--- config.mk ---
export PLATFORM = sky130hd
export DESIGN_NAME = or_reduce_arbiter
export DESIGN_NICKNAME = d
export VERILOG_FILES = /design/src/rtl/or_reduce_arbiter.sv
export SDC_FILE = /design/constraint.sdc
export NUM_CORES = 1
export LEC_CHECK = 0
export ABC_AREA = 1
export BUFFER_PORTS_ARGS = -buffer_cell sky130_fd_sc_hd__buf_4
export CORE_MARGIN = 2
export CORE_UTILIZATION = 50
export DETAILED_ROUTE_END_ITERATION = 7
export GPL_TIMING_DRIVEN = 0
export MAX_ROUTING_LAYER = met4
export PLACE_DENSITY = 0.85
export SYNTH_ARGS = -nofsm -noshare
export SYNTH_HDL_FRONTEND = slang
export SYNTH_SLANG_ARGS = --single-unit
--- constraint.sdc ---
create_clock -name clk -period 1.6 [get_ports clk]
set_input_delay 0.08 -clock clk [delete_from_list [all_inputs] [get_ports clk]]
set_output_delay 0.08 -clock clk [all_outputs]
set_load 0.02 [all_outputs]
--- src/rtl/or_reduce_arbiter.sv ---
// Two requesters share one external 2-input OR gate, granted round-robin.
// The owner's word is folded into the accumulator one bit per cycle, LSB first.
module or_reduce_arbiter #(
    parameter int WIDTH = 16
) (
    input  logic             clk,
    input  logic             reset,
    input  logic             req0,
    input  logic [WIDTH-1:0] in0,
    input  logic             req1,
    input  logic [WIDTH-1:0] in1,
    output logic             gnt0,
    output logic             gnt1,
    output logic             ack0,
    output logic             ack1,
    output logic             result,
    output logic             result_valid,
    output logic             busy,
    output logic             or_a,
    output logic             or_b,
    input  logic             or_out
);
    localparam int CW = (WIDTH > 2) ? $clog2(WIDTH) : 1;
    localparam logic [CW-1:0] CNT_LAST = CW'(WIDTH - 1);

    typedef enum logic [1:0] {
        IDLE = 2'd0,
        RUN  = 2'd1,
        DONE = 2'd2
    } state_t;

    state_t           state_q, state_d;
    logic [WIDTH-1:0] shift_q, shift_d;
    logic [CW-1:0]    cnt_q, cnt_d;
    logic             acc_q, acc_d;
    logic             owner_q, owner_d;
    logic             last_q, last_d;

    always_ff @(posedge clk) begin
        if (reset) begin
            state_q <= IDLE;
            shift_q <= '0;
            cnt_q   <= '0;
            acc_q   <= 1'b0;
            owner_q <= 1'b0;
            last_q  <= 1'b1;
        end else begin
            state_q <= state_d;
            shift_q <= shift_d;
            cnt_q   <= cnt_d;
            acc_q   <= acc_d;
            owner_q <= owner_d;
            last_q  <= last_d;
        end
    end

    always_comb begin
        state_d      = state_q;
        shift_d      = shift_q;
        cnt_d        = cnt_q;
        acc_d        = acc_q;
        owner_d      = owner_q;
        last_d       = last_q;
        or_a         = 1'b0;
        or_b         = 1'b0;
        result       = 1'b0;
        result_valid = 1'b0;
        ack0         = 1'b0;
        ack1         = 1'b0;

        unique case (state_q)
            IDLE: begin
                if (req0 || req1) begin
                    // On a tie the requester not served last wins.
                    owner_d = (req0 && req1) ? ~last_q : req1;
                    shift_d = owner_d ? in1 : in0;
                    acc_d   = 1'b0;
                    cnt_d   = '0;
                    state_d = RUN;
                end
            end
            RUN: begin
                or_a    = acc_q;
                or_b    = shift_q[0];
                acc_d   = or_out;
                shift_d = shift_q >> 1;
                cnt_d   = cnt_q + 1'b1;
                if (cnt_q == CNT_LAST) state_d = DONE;
            end
            DONE: begin
                result       = acc_q;
                result_valid = 1'b1;
                ack0         = ~owner_q;
                ack1         = owner_q;
                last_d       = owner_q;
                state_d      = IDLE;
            end
            default: state_d = IDLE;
        endcase
    end

    assign busy = (state_q != IDLE);
    assign gnt0 = busy & ~owner_q;
    assign gnt1 = busy & owner_q;

endmodule

======== After elaboration in Yosys (flattened, before gate mapping) ========
Index checks and enable logic that the tools add are counted.
word-level totals
  register bits after elaboration ......... 25
  bits of input ports ..................... 37
  logic and storage cells ................. 41
cells by class
  add/sub/neg operators ................... 1
  equal/unequal tests ..................... 5
  multiplexer cells ....................... 17
  bitwise gates (word level) .............. 4
  reductions and logical operators ........ 8
operators by type and width
  kind                                                                   number
  16-bit 2-to-1 mux                                                      2
  16-bit one-hot mux with 2 select lines                                 1
  1-bit 2-to-1 mux                                                       8
  4-bit one-hot mux with 2 select lines                                  1
  2-bit AND reduction                                                    3
  4-bit by 1-bit adder with 4-bit output, second input constant          1
  4-bit equality test, second input constant                             1
  2-bit 2-to-1 mux                                                       2
  4-bit 2-to-1 mux                                                       1
  2-bit != test, second input constant                                   2
  2-bit one-hot mux with 2 select lines                                  1
  2-bit nonzero test                                                     2
  1-bit bitwise AND                                                      2
  2-bit by 1-bit equality test with 1-bit output, second input constant  1
  2-bit equality test, second input constant                             1
  2-bit zero test                                                        1
  1-bit NOT                                                              2
  1-bit one-hot mux with 2 select lines                                  1
  1-bit logical AND                                                      1
  1-bit logical OR                                                       1

======== Logic depth before layout (Yosys ltp) ========
  depth after elaboration ................. 5
  depth in mapped cells ................... 10

======== Least setup slack after synthesis ========
Ideal clock, no wire load.
  path type ............................... register to output
  start ................................... register state_q[1]
  end ..................................... output ack0
  arrival ................................. 1234 ps
  data required time ...................... 1520 ps
  path slack .............................. 286 ps
  cell stages (with the launch flop) ...... 5
  path buffers ............................ 0
  path through ............................ dfxtp_1 > inv_1 > nor2_1 > inv_1 > nor2_1
between the ends
  word-level cells in the longest chain between the ends .. 2
ends and longest elaborated chain
  item                      RTL line  source
  start: declaration        32        state_t state_q, state_d;
  start signal: assignment  48        state_q <= state_d;
  2-bit equality test       71        unique case (state_q)
  1-bit 2-to-1 mux          71
  end: declaration          14        output logic ack0,
No other way between the ends.

======== Worst setup path in the final report ========
  start ................................... register state_q[0]
  end ..................................... output or_a
between the ends
  word-level cells in the longest chain between the ends .. 2
ends and longest elaborated chain
  item                                            RTL line  source
  2-bit by 1-bit equality test with 1-bit output  71
  1-bit 2-to-1 mux                                71
  end: declaration                                19        output logic or_a,
No other way between the ends.

==> qor.csv <==
metric,value,unit
outcome,finished clean,
intPower,0.953,mW
p_leak,1.03,nW
p_sw_frac,0.325,
clock_latency,340,ps
seq_area_frac_synth,0.338,
drc,0,
die-height,58.4,um
worst_slew_pin_slew,275,ps
ios,46,
nets,319,
clock_skew,2.10,ps
die_width,58.4,um
rows,19,
setup_ws,110,ps
synth_largest_area_cell,dfxtp_1,
postSynthCellCount,231,
drt-vias-per-instance,4.89,
async_flop_share,0,
seq_area,500,sq um
cp-start-kind,flop,
holdPathEnd,shift_q[11],
muxShareOfSynthArea,0,
crit_fanout,10,
period_needed,1490,ps
clock.fmax,671,MHz
gp_congestion,0.830,
final_common_cell,nand2_1,
clockPowerShare,0.216,
synth_edf_count,0,
routed_wirelength,3410,um
routed.top_layer,met4,
rrSetupSlack,290,ps
diodes,0,
grt_pass1_wl,5640,um
timing.rr.start,last_q,
syn_nets,269,
pwr_density_cell,746,nW/um^2
cts_setup_buffers,0,
synthXorXnorAreaFrac,0,
setup_viol,0,
multiInputGateArea,806,sq um
vdd_drop_max,0.677,mV
wire_per_inst,11.0,um
final_cell_mix,"82 x nand2_1, 45 x buf_4, 33 x nor2_1, 27 x nand3_1, 25 x dfxtp_1",
cts_max_level,1,
drt_iter0_markers,74,
drive_above_1_share,0.275,
clock-root-buffer,clkbuf_4,
synth_top_cells_by_area,"dfxtp_1 34%, nand2_1 21%, nand3_1 9.1%",
crit_type,reg2out,
wl_met2,1590,um
drv_cap,0,
grt.overflow.total,0,
fp.coreArea,2780,sq um
cp.arrival,1410,ps
final_util,0.680,
reg2reg_to,shift_q[5],
drt_first_pass_iters,4,
cts_sinks,25,
yosysWarningCount,0,
ys_types,23,
reg2reg_depth,8,
synth_top_family_by_area,simple AND/OR/NAND/NOR gates,
netlist_area,1480,sq um
rsz0062_at_grt,no,
cts_buffers,3,
first_global_vias,1284,
min_period_over_period,0.931,
floorplan.initialDensity,0.532,
report.final.slew_viol_count,0,
grt_max_degree,15,
met3_length,228,um
required,1520,ps
hold_path_class,in2reg,
min_path_cells,5,
synth_compound_area_frac,0.0254,
cp-end-kind,output pin,
path_clk_slew,140,ps
vias,1520,
io_buffers,43,
grt_use_total,0.225,
cts_buffer_depth,2,
met1_length,1510,um
hold_viol,0,
antenna_found_initial,0,
syn_avg_cell_area,6.41,sq um
switchingPower,0.458,mW
seq_power_share,0.504,
yosysTopAreaCellShare,0.338,
yosys.area_share.adder,0.00845,
timing.setup.tns,0,ps
ys_seq_elements,25,
relSlewSlack,0.817,
dp_slack,300,ps
area_delta_synth_final,27.8,%
p_comb_frac,0.279,
synth_ff_type,dfxtp_1,
dieArea,3410,sq um
yosys.area_share.simple,0.509,
drtAntennaViolNets,0,
dpl.hpwl,2560,um
fill_cells,262,
cts_tree,done,
min_from,in1[11],
-- worst max-delay path: stages (launching register included) --
cell	delay, ps
dfxtp_1	500
nand2_4	150
buf_6	180
nor2_1	90
buf_4	150
-- stage by stage --
stage	std cells	area, sq um	hold WS, ps	total power, mW
2_1_floorplan	231	1480	218	0.982
3_3_place_gp	305	1840	298	1.11
3_5_place_dp	305	1840	301	1.11
4_1_cts	311	1890	18.9	1.42
5_1_grt	311	1890	37.5	1.49
6_report	311	1890	24.6	1.41
-- cells in the mapped netlist, types with 2 or more instances --
cell	number
a21oi_1	6
buf_4	2
buf_6	4
clkbuf_8	2
dfxtp_1	25
inv_1	20
nand2_1	82
nand2_2	2
nand2_4	4
nand3_1	27
nand3b_1	3
nor2_1	34
nor2_2	9
nor2_4	2
-- power groups by stage --
| stage | clock network, mW | logic (mW) | registers, mW |
|---|---|---|---|
| 6_report | 0.305 | 0.394 | 0.712 |
| 5_1_grt | 0.328 | 0.440 | 0.718 |
| 4_1_cts | 0.311 | 0.396 | 0.711 |
| 3_5_place_dp | 0 | 0.390 | 0.725 |
| 3_3_place_gp | 0 | 0.384 | 0.723 |
| 2_1_floorplan | 0 | 0.264 | 0.718 |
-- cells by family after synthesis --
kind of cell | count (synthesis)
simple gates | 167
compound gates | 7
buf+inv | 31
flops | 25
fa+ha+maj | 1
-- final cells by class --
cell class / count / area share
Sequential cell: 25 / 0.265
Tap cell: 31 / 0.0205
Clock buffer: 3 / 0.0119
Timing Repair Buffer: 45 / 0.181
Inverter: 22 / 0.0443
Clock inverter: 1 / 0.00265
Buffer: 9 / 0.0489
Multi-Input combinational cell: 175 / 0.426
-- registers in the layout, summed over array words and instances, names as in the netlist --
register and count:
owner_q 1, last_q 1, shift_q 16, acc_q 1
cnt_q 4, state_q 2
-- metal layers --
layer | track usage | up-vias
met1 | 0.287 | 661
met3 | 0.0396 | 9
li1 | - | 806
met2 | 0.353 | 44
met5 | - | -
met4 | 0.0897 | 0
-- how the worst max path moves through the flow --
stage,endpoint,depth (start not counted),startpoint
detailed placement,shift_q[9],8,last_q
floorplan,ack0,4,state_q[1]
CTS,or_a,4,state_q[0]
global route,or_a,4,state_q[0]
finish,or_a,4,state_q[0]
global placement,shift_q[5],8,last_q
-- timing repair --
| action | CTS | global route |
|---|---|---|
| hold buffers | 2 | 0 |
| gates resized for setup | 0 | 1 |
| endpoints found under the setup margin | 0 | 1 |
| endpoints found under the hold margin | 7 | 0 |
(Power assumes the default switching activity.)
